`config.mk`:
```
export PLATFORM = sky130hd
export DESIGN_NAME = note_player_ctrl
export DESIGN_NICKNAME = d
export VERILOG_FILES = /design/src/rtl/note_player_ctrl.sv
export SDC_FILE = /design/constraint.sdc
export NUM_CORES = 1
export LEC_CHECK = 0
export CAP_MARGIN = 20
export CORE_MARGIN = 10
export CORE_UTILIZATION = 40
export CTS_CLUSTER_SIZE = 16
export DETAILED_ROUTE_END_ITERATION = 7
export GPL_TIMING_DRIVEN = 0
export PLACE_DENSITY = 0.69
export SYNTH_ARGS = -nofsm -noshare
export SYNTH_HDL_FRONTEND = slang
export SYNTH_SLANG_ARGS = --single-unit
```
`constraint.sdc`:
```
create_clock -name clk -period 4.3 [get_ports clk]
set_clock_uncertainty 0.15 [all_clocks]
set_input_delay 0.86 -clock clk [delete_from_list [all_inputs] [get_ports clk]]
set_output_delay 0.86 -clock clk [all_outputs]
set_load 0.05 [all_outputs]
```
`src/rtl/note_player_ctrl.sv`:
```
// Responder for the new_note/note_done handshake: latches a note, times it in
// beats of BEAT_DIV clocks and drives the tone generator enable.
module note_player_ctrl #(
    parameter int unsigned BEAT_DIV = 1000,
    parameter int unsigned NOTE_W   = 6,
    parameter int unsigned DUR_W    = 6
) (
    input  logic              clk,
    input  logic              reset,
    input  logic              play,
    input  logic              new_note,
    input  logic [NOTE_W-1:0] note,
    input  logic [DUR_W-1:0]  duration,
    output logic              note_done,
    output logic [NOTE_W-1:0] cur_note,
    output logic              tone_en,
    output logic              busy
);
    localparam int unsigned       CNT_W    = (BEAT_DIV > 1) ? $clog2(BEAT_DIV) : 1;
    localparam logic [CNT_W-1:0]  LAST_CNT = CNT_W'(BEAT_DIV - 1);
    localparam logic [CNT_W-1:0]  CNT_ONE  = CNT_W'(1);
    localparam logic [DUR_W-1:0]  ONE_BEAT = DUR_W'(1);

    typedef enum logic [1:0] {IDLE, PLAY, DONE} state_t;

    state_t           state;
    logic [CNT_W-1:0] beat_cnt;
    logic [DUR_W-1:0] remaining;
    logic             load;
    logic             zero_dur;

    assign load     = new_note && play;
    assign zero_dur = (duration == '0);

    always_ff @(posedge clk) begin
        if (reset) begin
            state     <= IDLE;
            note_done <= 1'b0;
            cur_note  <= '0;
            tone_en   <= 1'b0;
            busy      <= 1'b0;
            remaining <= '0;
            beat_cnt  <= '0;
        end else begin
            note_done <= 1'b0;
            if (load) begin
                cur_note <= note;
                beat_cnt <= '0;
                busy     <= 1'b1;
                // A zero-length note arriving while already in DONE is timed as
                // one beat so note_done can never pulse on two consecutive cycles.
                if (zero_dur && state != DONE) begin
                    state     <= DONE;
                    note_done <= 1'b1;
                    remaining <= '0;
                    tone_en   <= 1'b0;
                end else begin
                    state     <= PLAY;
                    remaining <= zero_dur ? ONE_BEAT : duration;
                    tone_en   <= (note != '0);
                end
            end else begin
                case (state)
                    IDLE: begin
                        tone_en <= 1'b0;
                        busy    <= 1'b0;
                    end
                    PLAY: begin
                        if (!play) begin
                            tone_en <= 1'b0;
                        end else if (beat_cnt == LAST_CNT) begin
                            beat_cnt <= '0;
                            if (remaining == ONE_BEAT) begin
                                state     <= DONE;
                                note_done <= 1'b1;
                                tone_en   <= 1'b0;
                            end else begin
                                remaining <= remaining - ONE_BEAT;
                                tone_en   <= (cur_note != '0);
                            end
                        end else begin
                            beat_cnt <= beat_cnt + CNT_ONE;
                            tone_en  <= (cur_note != '0);
                        end
                    end
                    DONE: begin
                        state   <= IDLE;
                        busy    <= 1'b0;
                        tone_en <= 1'b0;
                    end
                    default: begin
                        state   <= IDLE;
                        busy    <= 1'b0;
                        tone_en <= 1'b0;
                    end
                endcase
            end
        end
    end
endmodule

```
After elaboration in Yosys (flattened, before gate mapping)
Index checks and enable logic that the tools add are counted.
{ "classes": {"mux": 28, "reduce_logical": 13, "n_addsub": 2, "n_eq_ne": 10} }
{ "op_table": {"columns": ["op", "count"], "rows": [
  ["$mux 6", 7],
  ["$mux 1", 14],
  ["$reduce_bool 6->1", 2],
  ["$add 10x1->10 const B", 1],
  ["$eq 10x10->1 const B", 1],
  ["$mux 10", 1],
  ["$mux 2", 5],
  ["$ne 3x3->1 const B", 3],
  ["$ne 2x2->1 const B", 4],
  ["$reduce_and 4->1", 2],
  ["$eq 6x1->1 const B", 1],
  ["$logic_not 6->1", 1],
  ["$reduce_bool 2->1", 3],
  ["$sub 6x1->6 const B", 1],
  ["$pmux 2 s2", 1],
  ["$eq 2x1->1 const B", 1],
  ["$logic_and 1x1->1", 2],
  ["$logic_not 2->1", 1],
  ["$reduce_and 2->1", 1],
  ["$reduce_or 2->1", 1]
]} }
{ "word_totals": {"out_inout_bits": 9, "ff_bits": 27, "wordCells": 60, "input_bits": 16} }

Depth between registers and ports, before layout
{ "depth": {"word_depth": 6, "mapped_depth": 7, "mapped_depth_nobuf": 6} }

Least setup slack after synthesis
OpenSTA, ideal clock, no wires.
{ "synth_timing": {"kind": "input port to flip-flop", "start": "in play", "end": "reg remaining[0]", "arrival_ns": 1.888, "required_time_ns": 4.064, "setup_slack_ns": 2.176, "path_stages": 7, "path_buffers": 2, "setup_time_ns": 0.086, "cell_sequence": "and3b_1 -> buf_6 -> and4b_1 -> buf_4 -> and2_4 -> xnor2_1 -> a211oi_1"} }
{ "synth_via": {"elab_chain_len": 3, "elab_cells_between_ends": 7, "classes_between": "eq/ne: 1; mux: 1; reduce/logical: 5"} }
{ "synth_rtl": {"columns": ["element", "line_no", "source"], "rows": [
  ["from (decl)", "10", "input logic play,"],
  ["$logic_and 1x1->1", "32", "assign load = new_note && play;"],
  ["$ne 2x2->1 (no source line) or $reduce_bool 2->1 (tied branches)", null, null],
  ["$reduce_and 4->1 (no source line)", null, null],
  ["to (signal assigned)", "59", "remaining <= zero_dur ? ONE_BEAT : duration;"],
  ["to (signal assigned)", "78", "remaining <= remaining - ONE_BEAT;"],
  ["to (decl)", "28", "logic [DUR_W-1:0] remaining;"]
]} }
Several ways; a longest one is shown, not always the timed one.
A chain may end at the register's enable or synchronous reset.

Worst setup path after layout
{ "layout_timing": {"start": "reg cur_note[3]", "end": "out cur_note[3]"} }
{ "layout_rtl": {"columns": ["element", "line_no", "source"], "rows": [
  ["from (decl)", "15", "output logic [NOTE_W-1:0] cur_note,"],
  ["from (signal assigned)", "47", "cur_note <= note;"]
]} }
No word-level cell between the ends.

==> flow_summary.ini <==
[detailed_routing]
drt-total-wl_um = 3090
vias = 1188
drt_iter0_markers = 50
ant_nets = 0
via_per_inst = 5.26
wl_per_cell_um = 13.7
drt_drc_violations_left = 0
dr.pass1.iters = 4

[clocking]
clock_tree.root_cell = clkbuf_4
insertion_delay_ps = 330
cts.sinks = 27
ctsHoldBuffers = 0
cts-buffers-inserted = 3
htree_levels = 1
clk_pin_slew_ps = 150
cts_buffer_depth = 2
cts_resized = 0
cts_tree = built
cts_setup_buffers = 0

[power]
leakagePower_nw = 0.553
power.total_w = 0.000451
power_density_nw_per_um2 = 281
irDropWorstVdd_mv = 0.155

[global_route]
grt_max_degree = 17
grt_first_pass_wirelength_um = 4970
grt_pass1_vias = 1164
globalRoute.totalOverflow = 0
grt_usage = 0.101
antenna_found_initial = 0

[min_path]
hp-class = reg -> reg
hold_depth = 2

[synth]
syn_inst = 155
synth_area_um2 = 1290
async_reset_ff_frac = 0
yosysWarningCount = 0
ys_ff_latch = 27
yosys.cell_types.count = 37
synth-edff-count = 0
syn_nets = 174
yosysSeqAreaShare = 0.420
dominantRegCellSynth = dfxtp_1
syn_area_per_cell_um2 = 8.31

[worst_setup_path]
slowest_delay_ps = 820
critical_path_peak_fanout = 3
cp.arrival_ps = 1550
critPathCaptureType = output pin
reg2reg_depth = 7
path_buf_inv = 1
crit_required_ps = 3290
startpoint_type = flip-flop
crit_type = reg -> out
crit_slowest_cell = clkdlybuf4s50_1
cp.depth = 1
worst_path_dominant_cell_family = buffers and inverters
crit_chain = clkdlybuf4s50_1

[final_layout]
diodes = 0
design_area_um2 = 1600
fin_nets = 202
drive_above_1_share = 0.0549
nFillCells = 301
areaGrowthSynthToFinish_pct = 24.5

[floorplan]
die_area_um2 = 5890
ioPinCount = 25
die_x_um = 76.7
core_area_um2 = 3080
rows = 20
initial_core_util = 0.418
die_h_um = 76.7

[placed_design]
gp_routability_congestion = 0.802
dp_hpwl_um = 2410
dpl_cell_area_um2 = 1570
io_buffers = 23

[sta]
finalCritPeriodShare = 0.594
worst_pin_slew_ps = 557
min_period_ps = 2560
fmax_mhz = 391
fin_setup_tns_ps = 0
drv_slew = 0
rsz0062_at_grt = false
setup_viol = 0
max-slew-margin-rel = 0.625
hold_viol_final = 0

[outcome]
status = finished, final reports clean

[run]
cap_viol_max_count = 0
[registers in the layout, indices dropped and copies added (netlist names)]
signal	cells
note_done	1
tone_en	1
beat_cnt	10
state	2
busy	1
remaining	6
cur_note	6
[where the power goes]
part / switching (W) / internal [W] / total (W)
clock: 0.0000806 / 0.0000357 / 0.000116
sequential: 0.00000611 / 0.000258 / 0.000265
combinational: 0.0000395 / 0.0000306 / 0.0000701
total: 0.000126 / 0.000325 / 0.000451
[cell usage after synthesis (2+ instances only)]
cell,instances,area [um2]
dfxtp_1,27,541
nand2_1,25,93.8
nor2_1,20,75.1
a21oi_1,12,60.1
xor2_1,8,70.1
nor3_1,6,30.0
a211oi_1,5,37.5
xnor2_1,5,43.8
nand3_1,4,20.0
nand4_1,4,25.0
clkbuf_1,3,11.3
ha_1,3,37.5
inv_1,3,11.3
nand2b_1,3,18.8
or4_1,3,22.5
and3_1,2,12.5
nor4_1,2,12.5
[tightest hold or removal path, delay by kind of cell, from the launching register on]
| family | cells | cell delay (ps) |
|---|---|---|
| compound gates | 1 | 50 |
| flops | 1 | 350 |
| simple gates | 1 | 50 |
[cells by family (layout without fill, tap and decap cells)]
family | Yosys count | after routing | share of synthesized area
xor gates and xnor gates | 13 | 13 | 0.0884
buffers and inverters | 10 | 37 | 0.0389
muxes | 1 | 1 | 0.00777
DFF | 27 | 27 | 0.420
AOI/OAI and AO/OA | 22 | 22 | 0.106
adders and majority gates | 3 | 3 | 0.0292
and+or+nand+nor | 79 | 79 | 0.310
[layout by cell type (no fill, tap or decap), drive strengths merged]
cell type,synthesis,final
dfxtp,27,27
nand2,25,25
clkdlybuf4s50,0,23
nor2,20,20
a21oi,12,12
xor2,8,8
nor3,6,6
clkbuf,3,6
a211oi,5,5
xnor2,5,5
nand4,4,4
nand3,4,4
buf,4,4
inv,3,3
or4,3,3
nand2b,3,3
ha,3,3
and3,2,2
nor4,2,2
nand3b,2,2
and2,2,2
and4bb,1,1
and3b,1,1
and4b,1,1
a41o,1,1
nand4b,1,1
a31oi,1,1
o21ai,1,1
and2b,1,1
o311ai,1,1
o32ai,1,1
nor3b,1,1
mux2i,1,1
clkinvlp,0,1
[layer usage]
metal | global-route usage | up-vias | wire (um)
met3 | 0.0466 | 5 | 261
li1 | - | 591 | -
met2 | 0.165 | 33 | 1520
met4 | 0.0390 | 0 | 41
met5 | 0 | - | 0
met1 | 0.111 | 559 | 1270
[stage by stage]
stage / hold WS, ps / utilization / std cells / worst slack (ps)
2_1_floorplan: 337 / - / 155 / 2180
3_3_place_gp: 309 / 0.511 / 222 / 1540
3_5_place_dp: 312 / 0.511 / 222 / 1500
4_1_cts: 335 / 0.521 / 226 / 1720
5_1_grt: 368 / 0.521 / 226 / 1680
6_report: 332 / 0.521 / 226 / 1740
[final timing paths]
path,slack (ps),to,from
setup reg to reg,2470,remaining[3],beat_cnt[0]
hold reg to reg,330,cur_note[1],cur_note[1]
setup / recovery,1740,cur_note[3],cur_note[3]
hold / removal,330,cur_note[1],cur_note[1]
[layout make-up]
class | instances | area, um2 | area share
Clock inverter | 1 | 7.51 | 0.00468
Tap cell | 44 | 55.1 | 0.0343
Timing Repair Buffer | 23 | 230 | 0.144
Inverter | 3 | 11.3 | 0.00703
Multi-Input combinational cell | 118 | 697 | 0.435
Buffer | 7 | 38.8 | 0.0242
Sequential cell | 27 | 541 | 0.337
Clock buffer | 3 | 22.5 | 0.0141
No activity file was read; power rests on OpenSTA's default activity.
